**config.mk**
```make
export PLATFORM = sky130hd
export DESIGN_NAME = seq_decoder
export DESIGN_NICKNAME = d
export VERILOG_FILES = /design/src/rtl/seq_decoder_pkg.sv /design/src/rtl/seq_decoder_onehot_map.sv /design/src/rtl/seq_decoder.sv
export SDC_FILE = /design/constraint.sdc
export NUM_CORES = 1
export LEC_CHECK = 0
export BUFFER_PORTS_ARGS = -buffer_cell sky130_fd_sc_hd__buf_4
export CAP_MARGIN = 5
export CORE_MARGIN = 3
export CORE_UTILIZATION = 54
export CTS_CLUSTER_SIZE = 12
export DETAILED_ROUTE_END_ITERATION = 16
export GPL_ROUTABILITY_DRIVEN = 0
export MAX_ROUTING_LAYER = met4
export PLACE_DENSITY = 0.75
export SLEW_MARGIN = 30
export SYNTH_ARGS = -nofsm -noshare
export SYNTH_HDL_FRONTEND = slang
export SYNTH_SLANG_ARGS = --single-unit
```
**constraint.sdc**
```tcl
create_clock -name clk -period 4 [get_ports clk]
set_input_delay 0.4 -clock clk [delete_from_list [all_inputs] [get_ports clk]]
set_output_delay 0.4 -clock clk [all_outputs]
set_load 0.01 [all_outputs]
```
**src/rtl/seq_decoder_pkg.sv**
```systemverilog
// Shared definitions for the sequence decoder: FSM state encoding,
// step-counter width and the Gray-to-binary conversion used by both
// the input decode path and the autonomous scan path.
package seq_decoder_pkg;

  // Widest code the decoder supports; the Gray converter works on this width.
  localparam int GRAY_MAX_W = 6;

  // Step counter width: holds SCAN_DIV-1 for SCAN_DIV up to 255.
  localparam int SCAN_CNT_W = 8;

  // IDLE accepts codes from the input port; SCAN publishes indices autonomously.
  typedef enum logic [0:0] {
    IDLE = 1'b0,
    SCAN = 1'b1
  } state_t;

  // Gray-to-binary: each binary bit is the XOR of all Gray bits at or above it.
  // Narrower codes are zero-extended by the caller, which leaves the low bits
  // of the result identical to a native-width conversion.
  function automatic logic [GRAY_MAX_W-1:0] gray_to_bin(input logic [GRAY_MAX_W-1:0] gray);
    logic [GRAY_MAX_W-1:0] bin;
    bin[GRAY_MAX_W-1] = gray[GRAY_MAX_W-1];
    for (int i = GRAY_MAX_W - 2; i >= 0; i--) begin
      bin[i] = bin[i+1] ^ gray[i];
    end
    return bin;
  endfunction

endpackage

```
**src/rtl/seq_decoder_onehot_map.sv**
```systemverilog
// Combinational index-to-one-hot map, shared by the decode and scan paths.
module onehot_map
#(
  parameter int N = 2
)
(
  input  logic [N-1:0]      idx,
  output logic [(1<<N)-1:0] onehot
);

  // One comparator per output bit; exactly one matches for any index value.
  for (genvar gi = 0; gi < (1 << N); gi++) begin : g_bit
    localparam logic [N-1:0] BIT_IDX = N'(gi);
    assign onehot[gi] = (idx == BIT_IDX);
  end

endmodule

```
**src/rtl/seq_decoder.sv**
```systemverilog
// Sequence decoder: turns an N-bit code (binary or Gray ordered) into a
// registered one-hot output with single-cycle latency, or, while scan_en is
// held, steps autonomously through every index every SCAN_DIV cycles.
module seq_decoder
  import seq_decoder_pkg::*;
#(
  parameter int N        = 2,
  parameter int SCAN_DIV = 4
)
(
  input  logic              clk,
  input  logic              rst,
  input  logic              in_valid,
  output logic              in_ready,
  input  logic [N-1:0]      in_code,
  input  logic              gray_mode,
  input  logic              scan_en,
  output logic [(1<<N)-1:0] out_onehot,
  output logic [N-1:0]      out_code,
  output logic              out_valid
);

  localparam int W = 1 << N;

  // Value loaded after each scan step so the next one lands SCAN_DIV cycles later.
  localparam logic [SCAN_CNT_W-1:0] STEP_RELOAD = SCAN_CNT_W'(SCAN_DIV - 1);

  state_t                state_reg,      state_next;
  logic [SCAN_CNT_W-1:0] step_cnt_reg,   step_cnt_next;
  logic [N-1:0]          scan_idx_reg,   scan_idx_next;
  logic [W-1:0]          out_onehot_reg, out_onehot_next;
  logic [N-1:0]          out_code_reg,   out_code_next;
  logic                  out_valid_reg,  out_valid_next;

  logic [N-1:0] in_code_bin;
  logic [N-1:0] scan_idx_bin;
  logic [N-1:0] decode_idx;
  logic [N-1:0] scan_map_idx;
  logic [N-1:0] map_idx;
  logic [W-1:0] map_onehot;
  logic         transfer;
  logic         scan_step;

  // Gray conversion of both candidate codes; gray_mode is applied in the same
  // cycle as the code it qualifies, so no mode state is kept.
  assign in_code_bin  = N'(gray_to_bin(GRAY_MAX_W'(in_code)));
  assign scan_idx_bin = N'(gray_to_bin(GRAY_MAX_W'(scan_idx_reg)));
  assign decode_idx   = gray_mode ? in_code_bin  : in_code;
  assign scan_map_idx = gray_mode ? scan_idx_bin : scan_idx_reg;

  // Ready only in IDLE and only when no scan is being requested; a scan
  // request in the same cycle wins over a pending code. Reset forces it low.
  assign in_ready  = !rst && (state_reg == IDLE) && !scan_en;
  assign transfer  = in_valid && in_ready;

  // A scan step fires whenever the interval counter has run down to zero.
  assign scan_step = (state_reg == SCAN) && scan_en && (step_cnt_reg == '0);

  // The single one-hot map is steered to whichever path owns the output.
  assign map_idx = (state_reg == SCAN) ? scan_map_idx : decode_idx;

  onehot_map #(
    .N (N)
  ) u_onehot_map (
    .idx    (map_idx),
    .onehot (map_onehot)
  );

  // Next-state and next-output logic for the IDLE/SCAN controller.
  always_comb begin
    state_next      = state_reg;
    step_cnt_next   = step_cnt_reg;
    scan_idx_next   = scan_idx_reg;
    out_onehot_next = out_onehot_reg;
    out_code_next   = out_code_reg;
    out_valid_next  = 1'b0;

    case (state_reg)
      IDLE: begin
        if (scan_en) begin
          // Counter at zero makes the first step fire on the next cycle.
          state_next    = SCAN;
          step_cnt_next = '0;
          scan_idx_next = '0;
        end else if (transfer) begin
          out_onehot_next = map_onehot;
          out_code_next   = map_idx;
          out_valid_next  = 1'b1;
        end
      end

      SCAN: begin
        if (!scan_en) begin
          // Leaving scan drops any partial interval and blanks the outputs
          // silently, so a later entry restarts cleanly at index 0.
          state_next      = IDLE;
          step_cnt_next   = '0;
          scan_idx_next   = '0;
          out_onehot_next = '0;
          out_code_next   = '0;
        end else if (scan_step) begin
          out_onehot_next = map_onehot;
          out_code_next   = map_idx;
          out_valid_next  = 1'b1;
          // Natural N-bit overflow gives the wrap to 0 with no extra cycle.
          scan_idx_next   = scan_idx_reg + 1'b1;
          step_cnt_next   = STEP_RELOAD;
        end else begin
          step_cnt_next   = step_cnt_reg - 1'b1;
        end
      end

      default: begin
        state_next = IDLE;
      end
    endcase
  end

  // State and output registers; reset clears everything and wins over any transfer.
  always_ff @(posedge clk) begin
    if (rst) begin
      state_reg      <= IDLE;
      step_cnt_reg   <= '0;
      scan_idx_reg   <= '0;
      out_onehot_reg <= '0;
      out_code_reg   <= '0;
      out_valid_reg  <= 1'b0;
    end else begin
      state_reg      <= state_next;
      step_cnt_reg   <= step_cnt_next;
      scan_idx_reg   <= scan_idx_next;
      out_onehot_reg <= out_onehot_next;
      out_code_reg   <= out_code_next;
      out_valid_reg  <= out_valid_next;
    end
  end

  assign out_onehot = out_onehot_reg;
  assign out_code   = out_code_reg;
  assign out_valid  = out_valid_reg;

endmodule

```
; Yosys cells after proc, flatten, opt, wreduce, memory -nomap -nowiden
; Cells that the tools add are included.
[classes]
n_addsub = 2
eq_ne = 7
mux = 27
bitwise = 3
reduce_logical = 11
[op_table]
columns = operator, count
row1 = 8-bit 2-to-1 mux, 3
row2 = 2-bit 2-to-1 mux, 8
row3 = 4-bit 2-to-1 mux, 4
row4 = 8-bit case mux with 2 select lines, 1
row5 = 8-bit zero test, 1
row6 = 2-bit case mux with 2 select lines, 2
row7 = 4-bit case mux with 2 select lines, 1
row8 = "8-bit by 1-bit subtractor with 8-bit output, second input constant", 1
row9 = 1-bit 2-to-1 mux, 7
row10 = "2-bit inequality test, second input constant", 3
row11 = 1-bit logical AND, 5
row12 = "2-bit equality test, second input constant", 2
row13 = "3-bit by 2-bit inequality test with 1-bit output, second input constant", 1
row14 = 3-bit AND reduction, 1
row15 = "2-bit by 1-bit adder with 2-bit output, second input constant", 1
row16 = "2-bit by 1-bit equality test with 1-bit output, second input constant", 1
row17 = 1-bit zero test, 2
row18 = 2-bit zero test, 1
row19 = 1-bit case mux with 2 select lines, 1
row20 = 2-bit AND reduction, 1
row21 = 1-bit bitwise XOR, 2
row22 = 1-bit inverter, 1
[totals]
reg_bits = 18
inputBits = 7
out_inout_bits = 8
elab_cells = 56

; Logic depth before layout (Yosys ltp)
[depth]
depth_word = 7
depth_mapped = 6
ltp_nobuf = 6

; Hierarchy
; From an unflattened synthesis, not the netlist that was laid out.
[unflattened]
cells_unflattened = 116
area_unflattened_um2 = 959.7
[modules_own_cells]
columns = module, instances, cells_each, area_each_um2, seq_area_each_um2
row1 = seq_decoder, 1, 112, 933.4, 360.3
row2 = onehot_map, 1, 4, 26.3, 0.0

; Worst setup path before layout
; OpenSTA, ideal clock, no wires.
[synth_timing]
path_type = register to register
start = reg step_cnt_reg[0]
end = reg out_code_reg[1], in the netlist out_code[1]
setup_ns = 0.116
arrival_ns = 1.500
t_required_ns = 3.884
setup_slack_ns = 2.384
path_stages_with_launch = 7
path_buffers = 0
period_less_slack_ns = 1.616
path_cell_list = dfxtp_1 -> inv_1 -> ha_1 -> nor3b_4 -> a31oi_2 -> or2_1 -> a31o_2
[synth_via]
elab_chain_cells = 4
[synth_rtl]
columns = element, line
row1 = "start, declared", seq_decoder.sv:29  ; logic [SCAN_CNT_W-1:0] step_cnt_reg, step_cnt_next;
row2 = "start signal, assigned", seq_decoder.sv:130  ; step_cnt_reg <= step_cnt_next;
row3 = 8-bit zero test, seq_decoder.sv:57  ; assign scan_step = (state_reg == SCAN) && scan_en && (step_cnt_reg == '0);
row4 = 1-bit logical AND, seq_decoder.sv:57
row5 = 3-bit by 2-bit inequality test with 1-bit output (no source line), --
row6 = 3-bit AND reduction (no source line), --
row7 = "end signal, assigned", seq_decoder.sv:133  ; out_code_reg <= out_code_next;
row8 = "end, declared", seq_decoder.sv:32  ; logic [N-1:0] out_code_reg, out_code_next;
; No other way between the ends.
; A chain may end at the register's enable or synchronous reset.

; Final worst setup path
[layout_timing]
start = reg state_reg
end = out in_ready
[layout_via]
elab_chain_cells = 3
[layout_rtl]
columns = element, line
row1 = "start, declared", seq_decoder.sv:28  ; state_t state_reg, state_next;
row2 = "start signal, assigned", seq_decoder.sv:129  ; state_reg <= state_next;
row3 = 1-bit inverter, --
row4 = 1-bit logical AND (2 in a row), seq_decoder.sv:53  ; assign in_ready = !rst && (state_reg == IDLE) && !scan_en;
row5 = "end, declared", seq_decoder.sv:14  ; output logic in_ready,
; No other way between the ends.

==> results.md <==
* VDD IR-drop max at between 200 and 250 uV
* Most frequent cells in the layout: dfxtp_1 (18), buf_4 (14), nand2_1 (10), nor2_1 (10), o21ai_0 (9)
* CP Class: reg2out
* Reg-to-reg critical path endpoint: out_code[1]$_SDFFE_PP0P_
* Number of flops mapped to enable cells by yosys at 0
* FF+latch count, synth at 18
* CP startpoint: state_reg$_SDFF_PP0_
* Vias in the first global route at between 600 and 700
* Synthesized Nets at ~110
* Drc violations at 0
* DRT Pass-1 Iters at 4
* Port buffer count at 14
* Tightest Hold Check Type: in2reg
* Iter 0 DRT Violations at 25
* CP startpoint kind: register
* Die area at around 2200 sq um
* Multi-input gate area at just over 500 sq um
* Critical Path Sink: in_ready
* Crit path cell chain: or3_1 > inv_1 > buf_4
* Data required, critical path at between 3 and 4 ns
* Final Hold Fails at 0
* Drt total wl at between 1500 and 2000 um
* Max FFs per register at 8
* R2r startpoint: step_cnt_reg[0]$_SDFFE_PP0P_
* Post-layout net count at 130
* Vias/cell at roughly 6
* Worst Tran Pin Value at roughly 0.5 ns
* Worst Skew at around 0.010 ns
* Largest cells by area after synthesis: dfxtp_1 (39%), o21ai_0 (4.9%), nand2_1 (4.1%)
* Netlist cell types at 38
* CTS tree: yes
* FMAX at approximately 540 MHz
* Outcome: finished clean
* Max-slew violations at 0
* Post_cts resized at 0
* Mapped Area at slightly above 900 sq um
* Core Util, Final at ~68%
* # IOs at 15
* Largest net degree at the start of global routing at 14
* Slew HR at around two thirds
* Post-route antenna net violation count at 0
* # diodes at 0
* CTS Buf Count at 3
* Cells after Synth at approximately 110
* Main flop type after synthesis: dfxtp_1
* Initial antenna violation count at 0
* Die span in x at about 47 um
* Starting Density at roughly 59%
* Flop2flop setup slack at 2.22 ns
* Sequential share of the synthesized area at approximately two fifths
* Clock Latency Late Sink at 0.30 ns
* Crit path time final at between 1.5 and 2 ns
* FP Rows at 14
* H-tree levels at 1
* Synth warnings at 0
* Cell taking the most area after synthesis: dfxtp_1
* Crit share post-route at a little under half
* Vias at slightly above 800
* Layout cells sized above 1 at just under 20%
* Fraction of registers with async set/reset at 0%
* Power Dens Cells at around 420 nW/um^2
* Synth top area share at between 30% and 40%
* Crit-path max FO at 12
* Crit path DAT at between 1 and 1.5 ns
* Syn avg cell area at 8.65 sq um
* Commonest non-fill, non-tap cell in the layout: dfxtp_1
* CORE AREA at around 1600 sq um
* Area Growth Syn to Fin at 15.4%
* First-pass GRT wire length at between 3000 and 4000 um
* FF/Latch Area at between 300 and 400 sq um
* Critical-path top delay cell: or3_1
* Critical path endpoint category: primary output
* Clk buf depth at 2
* Gr ovfl total at 0
* Reg clk slew, reported paths at 0.11 ns
* Die height at about 47 um
* Final worst setup slack at around 2.1 ns
* Dpl ws at 2.25 ns
* CTS sink cnt at 18
* Critical path's largest stage delay at approximately 0.47 ns
* Hold_buf cts at 0
* Aggregate global-route resource usage at 20.1%
* Max-Cap Viols at 0
* Postcts setup bufs at 0
* Post-DR wirelength/cell at between 10 and 15 um
* Fill cells at ~130
* DP HPWL at around 1400 um
* Root Buffer: clkbuf_4
* RSZ-0062 raised after global routing: no
* Worst R2R Path Depth at 6
* Setup TNS Final at 0 ns
* P_leak at around 0.00042 uW
* Setup Viol. Count Final at 0
-- per-layer routing --
layer | GRT usage [%] | share of wire, %
met1 | 26.8 | 50
met2 | 29.0 | 45
met3 | 3.45 | 3.0
met4 | 9.94 | 2.0
met5 | - | 0
-- worst min path at each step --
stage	start	end	slack (ns)	cells after the start
after floorplan	step_cnt_reg[0]$_SDFFE_PP0P_	step_cnt_reg[0]$_SDFFE_PP0P_	0.47	2
final	rst	state_reg$_SDFF_PP0_	0.34	2
after CTS	rst	state_reg$_SDFF_PP0_	0.34	2
after detailed placement	out_code[0]$_SDFFE_PP0P_	out_code[0]$_SDFFE_PP0P_	0.45	2
after global routing	rst	state_reg$_SDFF_PP0_	0.35	2
after global placement	out_code[0]$_SDFFE_PP0P_	out_code[0]$_SDFFE_PP0P_	0.44	2
-- critical path: cells and delay by family (launching register included) --
family / cells / cell delay, ns
buf+inv: 2 / 0.25
simple gates: 1 / 0.47
flops: 1 / 0.45
-- area by class of cell --
cell class	count	area share [%]
Sequential cell	18	34.0
Inverter	7	2.48
Multi-Input combinational cell	78	48.2
Tap cell	16	1.89
Clock buffer	4	3.43
Timing Repair Buffer	14	9.93
-- report_power, final --
group | switching, uW | total [uW] | internal [uW]
clock network | 58.6 | 114 | 55.5
logic | 61.7 | 112 | 49.9
registers | 21.6 | 217 | 195
-- metrics by stage --
stage                     power, uW  instances  hold WS (ns)  cell area (sq um)
after global routing            464        137         0.353               1060
after detailed placement        332        133         0.450               1020
after global placement          330        133         0.442               1020
final                           442        137         0.340               1060
after floorplan                 300        106         0.470                917
after CTS                       445        137         0.337               1060
-- logic make-up (layout without fill, tap and decap cells) --
group | Yosys count | after routing | share of synthesized area, %
AOI/OAI and AO/OA | 40 | 40 | 29.6
and+or+nand+nor | 33 | 33 | 20.5
DFF | 18 | 18 | 39.3
buffers and inverters | 10 | 25 | 5.05
xor gates and xnor gates | 2 | 2 | 1.91
muxes | 2 | 2 | 2.32
adders and majority gates | 1 | 1 | 1.36
-- synth_stat cells (2+ instances only) --
master	number
nand2_1	10
xor2_1	2
dfxtp_1	18
nor3_1	2
inv_1	7
o21ai_0	9
o31ai_1	5
a31oi_1	4
o32ai_1	2
nor2_1	10
o41ai_1	2
a21oi_1	7
o211ai_1	3
Power figures use the tool's default switching activity.
